**src/rtl/fetch_pc_unit.sv**
```systemverilog
// Fetch-stage PC register with IF/ID pipeline register, speculative-branch hold register,
// and a pending-redirect buffer that keeps redirects/flushes seen while fetch is stalled.
module fetch_pc_unit #(
  parameter logic [31:0] RESET_PC = 32'h0040_0000
) (
  input  logic        clk,
  input  logic        rst,
  input  logic [1:0]  pcsel,
  input  logic [31:0] br_target,
  input  logic [31:0] jmp_target,
  input  logic        if_id_retire,
  input  logic        stall,
  input  logic [31:0] imem_rdata,
  output logic [31:0] imem_addr,
  output logic [31:0] pcp4,
  output logic [31:0] if_id_pc,
  output logic [31:0] if_id_pcp4,
  output logic [31:0] if_id_instr,
  output logic        if_id_valid,
  output logic        hold_valid,
  output logic        recov_err
);

  localparam int unsigned XLEN  = 32;
  localparam int unsigned SELW  = 2;

  localparam logic [SELW-1:0] SEL_SEQ  = 2'd0;
  localparam logic [SELW-1:0] SEL_BR   = 2'd1;
  localparam logic [SELW-1:0] SEL_JMP  = 2'd2;
  localparam logic [SELW-1:0] SEL_HOLD = 2'd3;

  typedef enum logic {
    HOLD_IDLE = 1'b0,
    HOLD_SPEC = 1'b1
  } hold_state_t;

  typedef struct packed {
    logic [XLEN-1:0] pc;
    logic [XLEN-1:0] pcp4;
    logic [XLEN-1:0] instr;
    logic            valid;
  } if_id_t;

  typedef struct packed {
    logic            valid;
    logic [SELW-1:0] sel;
    logic [XLEN-1:0] tgt;
    logic            flush;
  } pend_t;

  logic [XLEN-1:0] pc_q,      pc_d;
  logic [XLEN-1:0] hold_pc_q, hold_pc_d;
  hold_state_t     hold_state_q, hold_state_d;
  pend_t           pend_q,    pend_d;
  if_id_t          if_id_q,   if_id_d;
  logic            recov_err_q, recov_err_d;

  logic [XLEN-1:0] live_tgt;
  logic [SELW-1:0] eff_sel;
  logic [XLEN-1:0] eff_tgt;
  logic            spec_active;

  assign spec_active = (hold_state_q == HOLD_SPEC);
  assign pcp4        = pc_q + XLEN'(4);

  // Target for the live pcsel; a recovery with no speculation falls through to pc+4.
  always_comb begin
    live_tgt = pcp4;
    case (pcsel)
      SEL_BR:   live_tgt = br_target;
      SEL_JMP:  live_tgt = jmp_target;
      SEL_HOLD: live_tgt = spec_active ? hold_pc_q : pcp4;
      default:  live_tgt = pcp4;
    endcase
  end

  // Newest redirect wins over a buffered one; otherwise sequential fetch.
  always_comb begin
    eff_sel = SEL_SEQ;
    eff_tgt = pcp4;
    if (pcsel != SEL_SEQ) begin
      eff_sel = pcsel;
      eff_tgt = live_tgt;
    end else if (pend_q.valid) begin
      eff_sel = pend_q.sel;
      eff_tgt = pend_q.tgt;
    end
  end

  // Next-state logic for PC, hold FSM, pending buffer, IF/ID and error flag.
  always_comb begin
    pc_d         = pc_q;
    hold_pc_d    = hold_pc_q;
    hold_state_d = hold_state_q;
    pend_d       = pend_q;
    if_id_d      = if_id_q;
    recov_err_d  = recov_err_q;

    if (stall) begin
      if (pcsel != SEL_SEQ) begin
        pend_d.valid = 1'b1;
        pend_d.sel   = pcsel;
        pend_d.tgt   = live_tgt;
      end
      if (pcsel == SEL_BR) begin
        hold_pc_d    = pcp4;
        hold_state_d = HOLD_SPEC;
      end
      if (if_id_retire) begin
        pend_d.flush = 1'b1;
      end
    end else begin
      pc_d          = eff_tgt;
      if_id_d.pc    = pc_q;
      if_id_d.pcp4  = pcp4;
      if_id_d.instr = imem_rdata;
      if_id_d.valid = ~(if_id_retire | pend_q.flush);
      pend_d.valid  = 1'b0;
      pend_d.flush  = 1'b0;

      case (hold_state_q)
        HOLD_IDLE: begin
          if (eff_sel == SEL_BR) begin
            hold_pc_d    = pcp4;
            hold_state_d = HOLD_SPEC;
          end
        end
        HOLD_SPEC: begin
          if (eff_sel == SEL_BR) begin
            hold_pc_d = pcp4;
          end else if (eff_sel == SEL_JMP || eff_sel == SEL_HOLD) begin
            hold_state_d = HOLD_IDLE;
          end
        end
        default: hold_state_d = HOLD_IDLE;
      endcase

      if (eff_sel == SEL_HOLD && !spec_active) begin
        recov_err_d = 1'b1;
      end
    end
  end

  // State registers.
  always_ff @(posedge clk) begin
    if (rst) begin
      pc_q         <= RESET_PC;
      hold_pc_q    <= '0;
      hold_state_q <= HOLD_IDLE;
      pend_q       <= '0;
      if_id_q      <= '0;
      recov_err_q  <= 1'b0;
    end else begin
      pc_q         <= pc_d;
      hold_pc_q    <= hold_pc_d;
      hold_state_q <= hold_state_d;
      pend_q       <= pend_d;
      if_id_q      <= if_id_d;
      recov_err_q  <= recov_err_d;
    end
  end

  assign imem_addr   = pc_q;
  assign if_id_pc    = if_id_q.pc;
  assign if_id_pcp4  = if_id_q.pcp4;
  assign if_id_instr = if_id_q.instr;
  assign if_id_valid = if_id_q.valid;
  assign hold_valid  = spec_active;
  assign recov_err   = recov_err_q;

endmodule

```
**config.mk**
```make
export PLATFORM = sky130hd
export DESIGN_NAME = fetch_pc_unit
export DESIGN_NICKNAME = d
export VERILOG_FILES = /design/src/rtl/fetch_pc_unit.sv
export SDC_FILE = /design/constraint.sdc
export NUM_CORES = 1
export LEC_CHECK = 0
export ABC_AREA = 1
export BUFFER_PORTS_ARGS = -buffer_cell sky130_fd_sc_hd__buf_2
export CORE_ASPECT_RATIO = 1.5
export CORE_MARGIN = 2
export CORE_UTILIZATION = 54
export CTS_BUF_LIST = sky130_fd_sc_hd__clkbuf_8
export DETAILED_ROUTE_END_ITERATION = 16
export PLACE_DENSITY_LB_ADDON = 0.3
export SLEW_MARGIN = 20
export SYNTH_ARGS = -nofsm -noshare
export SYNTH_HDL_FRONTEND = slang
export SYNTH_SLANG_ARGS = --single-unit
```
**constraint.sdc**
```tcl
create_clock -name clk -period 1.95 [get_ports clk]
set_clock_uncertainty 0.2 [all_clocks]
set_input_delay 0.2925 -clock clk [delete_from_list [all_inputs] [get_ports clk]]
set_output_delay 0.2925 -clock clk [all_outputs]
set_load 0.01 [all_outputs]
```
==> Yosys cells after proc, flatten, opt, wreduce, memory -nomap -nowiden <==
Cells that the tools add are included.
{ "op_classes": {"n_eq_ne": 7, "n_bitwise": 4, "n_reduce_logical": 9, "muxes": 15, "n_addsub": 1} }
{ "ops": {"columns": ["cell", "n"], "rows": [
  ["32-bit two-way mux", 6],
  ["32-bit one-hot mux with 3 select lines", 1],
  ["32-bit by 3-bit adder with 32-bit output (second input constant)", 1],
  ["2-bit == test (second input constant)", 4],
  ["2-bit AND reduction", 3],
  ["1-bit two-way mux", 5],
  ["2-bit by 1-bit == test with 1-bit output (second input constant)", 2],
  ["2-bit two-way mux", 2],
  ["2-bit nonzero test", 2],
  ["1-bit inverter", 3],
  ["2-bit by 1-bit inequality test with 1-bit output (second input constant)", 1],
  ["1-bit one-hot mux with 2 select lines", 1],
  ["2-bit OR reduction", 1],
  ["1-bit logical AND", 1],
  ["1-bit logical NOT", 1],
  ["1-bit logical OR", 1],
  ["1-bit OR", 1]
]} }
{ "word_totals": {"register_bits": 199, "wordCells": 48, "input_bits": 102, "out_inout_bits": 163} }

==> Depth between registers and ports, before layout <==
{ "logic_depth": {"word_depth": 8, "mapped_depth": 13, "mapped_depth_nobuf": 13} }

==> Worst setup path after synthesis <==
No wires, ideal clock.
{ "synth_timing": {"path_type": "reg2reg", "from": "register pc_q[2], in the netlist imem_addr[2]", "to": "register pc_q[24], in the netlist imem_addr[24]", "slack_ps": -7, "path_stages_with_launch": 13, "path_buffers": 0, "arrival_time_ps": 1639, "t_required_ps": 1633, "cell_sequence": "dfxtp_1 ha_1 nand2_2 nor2_4 nand2_1 nor2_2 nand2_1 nand2_1 nand2_1 nand2_1 nand3_1 nor2_1 nor2_1"} }
{ "synth_between": {"elab_chain_len": 4, "word_cells_on_any_way": 5} }
{ "synth_rtl": {"columns": ["item", "line", "source"], "rows": [
  ["from (decl)", "51", "logic [XLEN-1:0] pc_q, pc_d;"],
  ["from (signal assigned)", "154", "pc_q <= pc_d;"],
  ["32-bit by 3-bit adder with 32-bit output *", "64", "assign pcp4 = pc_q + XLEN'(4);"],
  ["net pcp4[24]", "15", "output logic [31:0] pcp4,"],
  ["32-bit two-way mux", "72", "SEL_HOLD: live_tgt = spec_active ? hold_pc_q : pcp4;"],
  ["32-bit one-hot mux with 3 select lines", "69", "case (pcsel)"],
  ["32-bit two-way mux *", "81", "if (pcsel != SEL_SEQ) begin"]
]} }
Mark *: on every way through the listed nets, which the timed path passes. The rest lies on a longest branch.
A chain may end at the register's enable or synchronous reset.

==> Worst setup path in the final report <==
{ "layout_timing": {"from": "register pc_q[3], in the netlist imem_addr[3]", "to": "output pcp4[28]"} }
{ "layout_between": {"elab_chain_len": 1} }
{ "layout_rtl": {"columns": ["item", "line"], "rows": [
  ["32-bit by 3-bit adder with 32-bit output", "64"],
  ["to (decl)", "15"]
]} }
No other way between the ends.

==> impl_metrics.py <==
metrics = {
    "global_route": {
        "grt_max_degree": 59,
        "gr-total-overflow": 0,
        "track_usage_pct": 37.2,
        "antenna_found_initial": 0,
        "grt_pass1_wl_um": 53600,
        "first_global_vias": 10600,
    },
    "die": {
        "pin_count": 265,
        "num_rows": 58,
        "die_w_um": 111,
        "start_util_pct": 55.1,
        "die_y_um": 164,
        "dieArea_um2": 18100,
        "core_area_um2": 16700,
    },
    "synth": {
        "yosys.area_share.adder_pct": 0.136,
        "synth_top_family_by_area": "simple AND/OR/NAND/NOR gates",
        "yosys.area.top_type": "dfxtp_1",
        "synth-xor-area-share_pct": 0.572,
        "async_flop_share_pct": 0,
        "synthSimpleGateAreaFrac_pct": 28.8,
        "synthFlopType": "dfxtp_1",
        "ys.warnings.count": 0,
        "synth_nets": 1461,
        "synth_edf_count": 0,
        "synth_compound_area_share_pct": 17.3,
        "netlist_top_cells_count": "348 x nand2_1, 197 x dfxtp_1, 179 x nor2_1, 158 x inv_1, 119 x o21ai_0",
        "synthMuxAreaShare_pct": 0,
        "synth_area_um2": 9190,
        "synth.avg_cell_area_um2": 6.77,
        "synth_cell_types": 32,
        "synth-seq-cells": 197,
        "netlist_top_cells_area": "dfxtp_1 43%, nand2_1 14%, nor2_1 7.3%",
        "synth_top_area_share_pct": 42.9,
        "synth-seq-area-share_pct": 42.9,
        "synth_cells": 1358,
        "yosys.cell_count.top_type": "nand2_1",
    },
    "power": {
        "cellLeakagePower_nw": 6.87,
        "powerDensity_nw_per_um2": 685,
        "vdd_drop_max_mv": 0.634,
    },
    "detailed_routing": {
        "drtIter0Drc": 1041,
        "drc": 0,
        "wirelength_um": 38100,
        "ant_nets": 0,
        "via_per_inst": 5.72,
        "dr_total_vias": 11400,
        "wl_per_cell_um": 19.2,
        "firstDrtPassIters": 7,
    },
    "clock_tree": {
        "cts_tree": "done",
        "clkSlewWorstSetupHoldPaths_ns": 0.10,
        "tritoncts.num_buffers": 17,
        "worstSkewPairLatency_ns": 0.50,
        "clock-sinks": 197,
        "root_buffer": "clkbuf_8",
        "htree_levels": 4,
        "cts_buffer_depth": 2,
    },
    "finish": {
        "fin_nets": 1866,
        "antenna_cells": 0,
        "area_growth_pct": 49.8,
        "layout-drive-gt1-share_pct": 38.3,
        "fin_cells": 1986,
        "utilization_pct": 82.5,
        "fillerInstances": 1024,
    },
    "placement": {
        "place_ws_ns": -0.0683,
        "io_buffers": 264,
        "place.gp.congestion": 0.968,
        "placed_cells": 1833,
        "dp_hpwl_um": 23400,
    },
    "setup_path": {
        "start_kind": "flop",
        "path_class": "flop to primary output",
        "crit_fanout": 5,
        "worst_r2r_startpoint": "imem_addr[14]",
        "crit_start": "imem_addr[3]",
        "cp_slowest_stage_delay_ns": 0.38,
        "cp_slowest_cell": "dfxtp_4",
        "crit_chain": "ha_4 -> nand2_4 -> nor2_4 -> nand2_4 -> buf_12 -> nor2_4 -> nand2_2 -> nand2_2 -> nand2_4 -> buf_6",
        "crit_top_cell": "nand2_4",
        "critical_path_required_ns": 1.46,
        "crit_arrival_ns": 2.07,
        "endpoint_kind": "primary output",
    },
    "min_path": {
        "worstHoldStart": "br_target[8]",
        "worstHoldPathType": "input pin to flop",
    },
    "sta": {
        "whs_ns": 0.00168,
        "rsz0062_at_grt": "yes",
        "fmax_ghz": 0.391,
        "tightest_slew_ns": 0.528,
        "drv_slew": 0,
        "finalHoldViolCount": 0,
        "finalCriticalPeriod_ns": 2.56,
        "worst_slack_ns": -0.610,
        "relSlewSlack_pct": 64.8,
        "setup_viol": 88,
        "period_share_pct": 131,
    },
    "status": {
        "status": "complete, but fails checks",
        "violations": "negative setup slack",
    },
    "job": {
        "cap_violations": 0,
    },
}
-- layout by cell type, fill, tap and decap left out, types with 20 or more instances in the layout --
cell type,count
nand3_2,25
dfxtp_1,177
nand2_4,27
nand2_1,269
nand2_2,61
a22o_1,40
buf_6,67
dlygate4sd3_1,42
buf_2,237
nor2_4,20
nor2_1,151
nor2_2,21
inv_1,145
nand3_1,62
buf_4,106
o21ai_1,34
o21ai_0,104
a21oi_1,40
-- cells by family (layout without fill, tap and decap cells) --
| logic type | Yosys count | count (layout) |
|---|---|---|
| AOI/OAI and AO/OA | 267 | 267 |
| xor gates and xnor gates | 6 | 6 |
| adders and majority gates | 1 | 1 |
| buffers and inverters | 241 | 659 |
| DFF | 197 | 197 |
| and+or+nand+nor | 646 | 646 |
-- worst paths after layout --
path | end | slack [ns] | depth (start not counted)
setup / recovery | pcp4[28] | -0.61 | 10
hold / removal | pend_q[9] | 0.002 | 7
setup reg to reg | imem_addr[19] | -0.53 | 14
hold reg to reg | if_id_pcp4[6] | 0.26 | 2
-- sequential cells by signal, indices dropped and copies added, names as in the netlist --
register,count
imem_addr,32
if_id_instr,32
recov_err,1
if_id_pcp4,30
if_id_valid,1
hold_pc_q,32
pend_q,36
if_id_pc,32
hold_valid,1
-- routing by layer --
metal  wire, um  GRT usage (%)  share of wire (%)
met1      12900           41.1                 34
met2      18600           66.8                 49
met3       3540           6.94                9.3
met4       3000           22.1                7.9
met5          0              0                  0
-- through the flow --
stage | power [W] | setup TNS (ns) | instance area [um^2]
global route | 0.00975 | -27.24 | 13800
global placement | 0.00615 | -0.0479 | 11100
detailed placement | 0.00619 | -0.321 | 11100
floorplan | 0.00542 | 0 | 9200
finish | 0.00944 | -22.52 | 13800
CTS | 0.00915 | -14.37 | 13000
-- area by class of cell --
cell class | instances | area (um^2) | area share [%]
multi-input cells | 920 | 5160 | 37.5
clock buffers | 18 | 248 | 1.80
clock inverters | 14 | 151 | 1.10
repair buffers | 461 | 3340 | 24.2
flip-flops and latches | 197 | 3980 | 28.9
inverters | 166 | 633 | 4.60
well taps | 210 | 263 | 1.91
-- worst max-delay path, delay by kind of cell (launching register included) --
family,cells,cell delay (ns)
adder cells (fa/ha/maj),1,0.15
buffers and inverters,2,0.27
flip-flops,1,0.38
AND/OR/NAND/NOR,7,0.76
-- repair_timing --
item | 4_1_cts | 5_1_grt
endpoints found under the hold margin | 44 | 0
setup endpoints to repair | 32 | 91
resized for setup | 168 | 170
hold buffers | 42 | 0
pin swaps | 53 | 83
buffers inserted | 60 | 38
-- power by group --
| group | internal (W) | switching (W) | leakage, nW |
|---|---|---|---|
| clock network | 0.00119 | 0.00158 | 0.205 |
| registers | 0.00428 | 0.000171 | 1.63 |
| logic | 0.000930 | 0.00128 | 5.04 |
| total | 0.00641 | 0.00303 | 6.87 |
(Power assumes the default switching activity.)
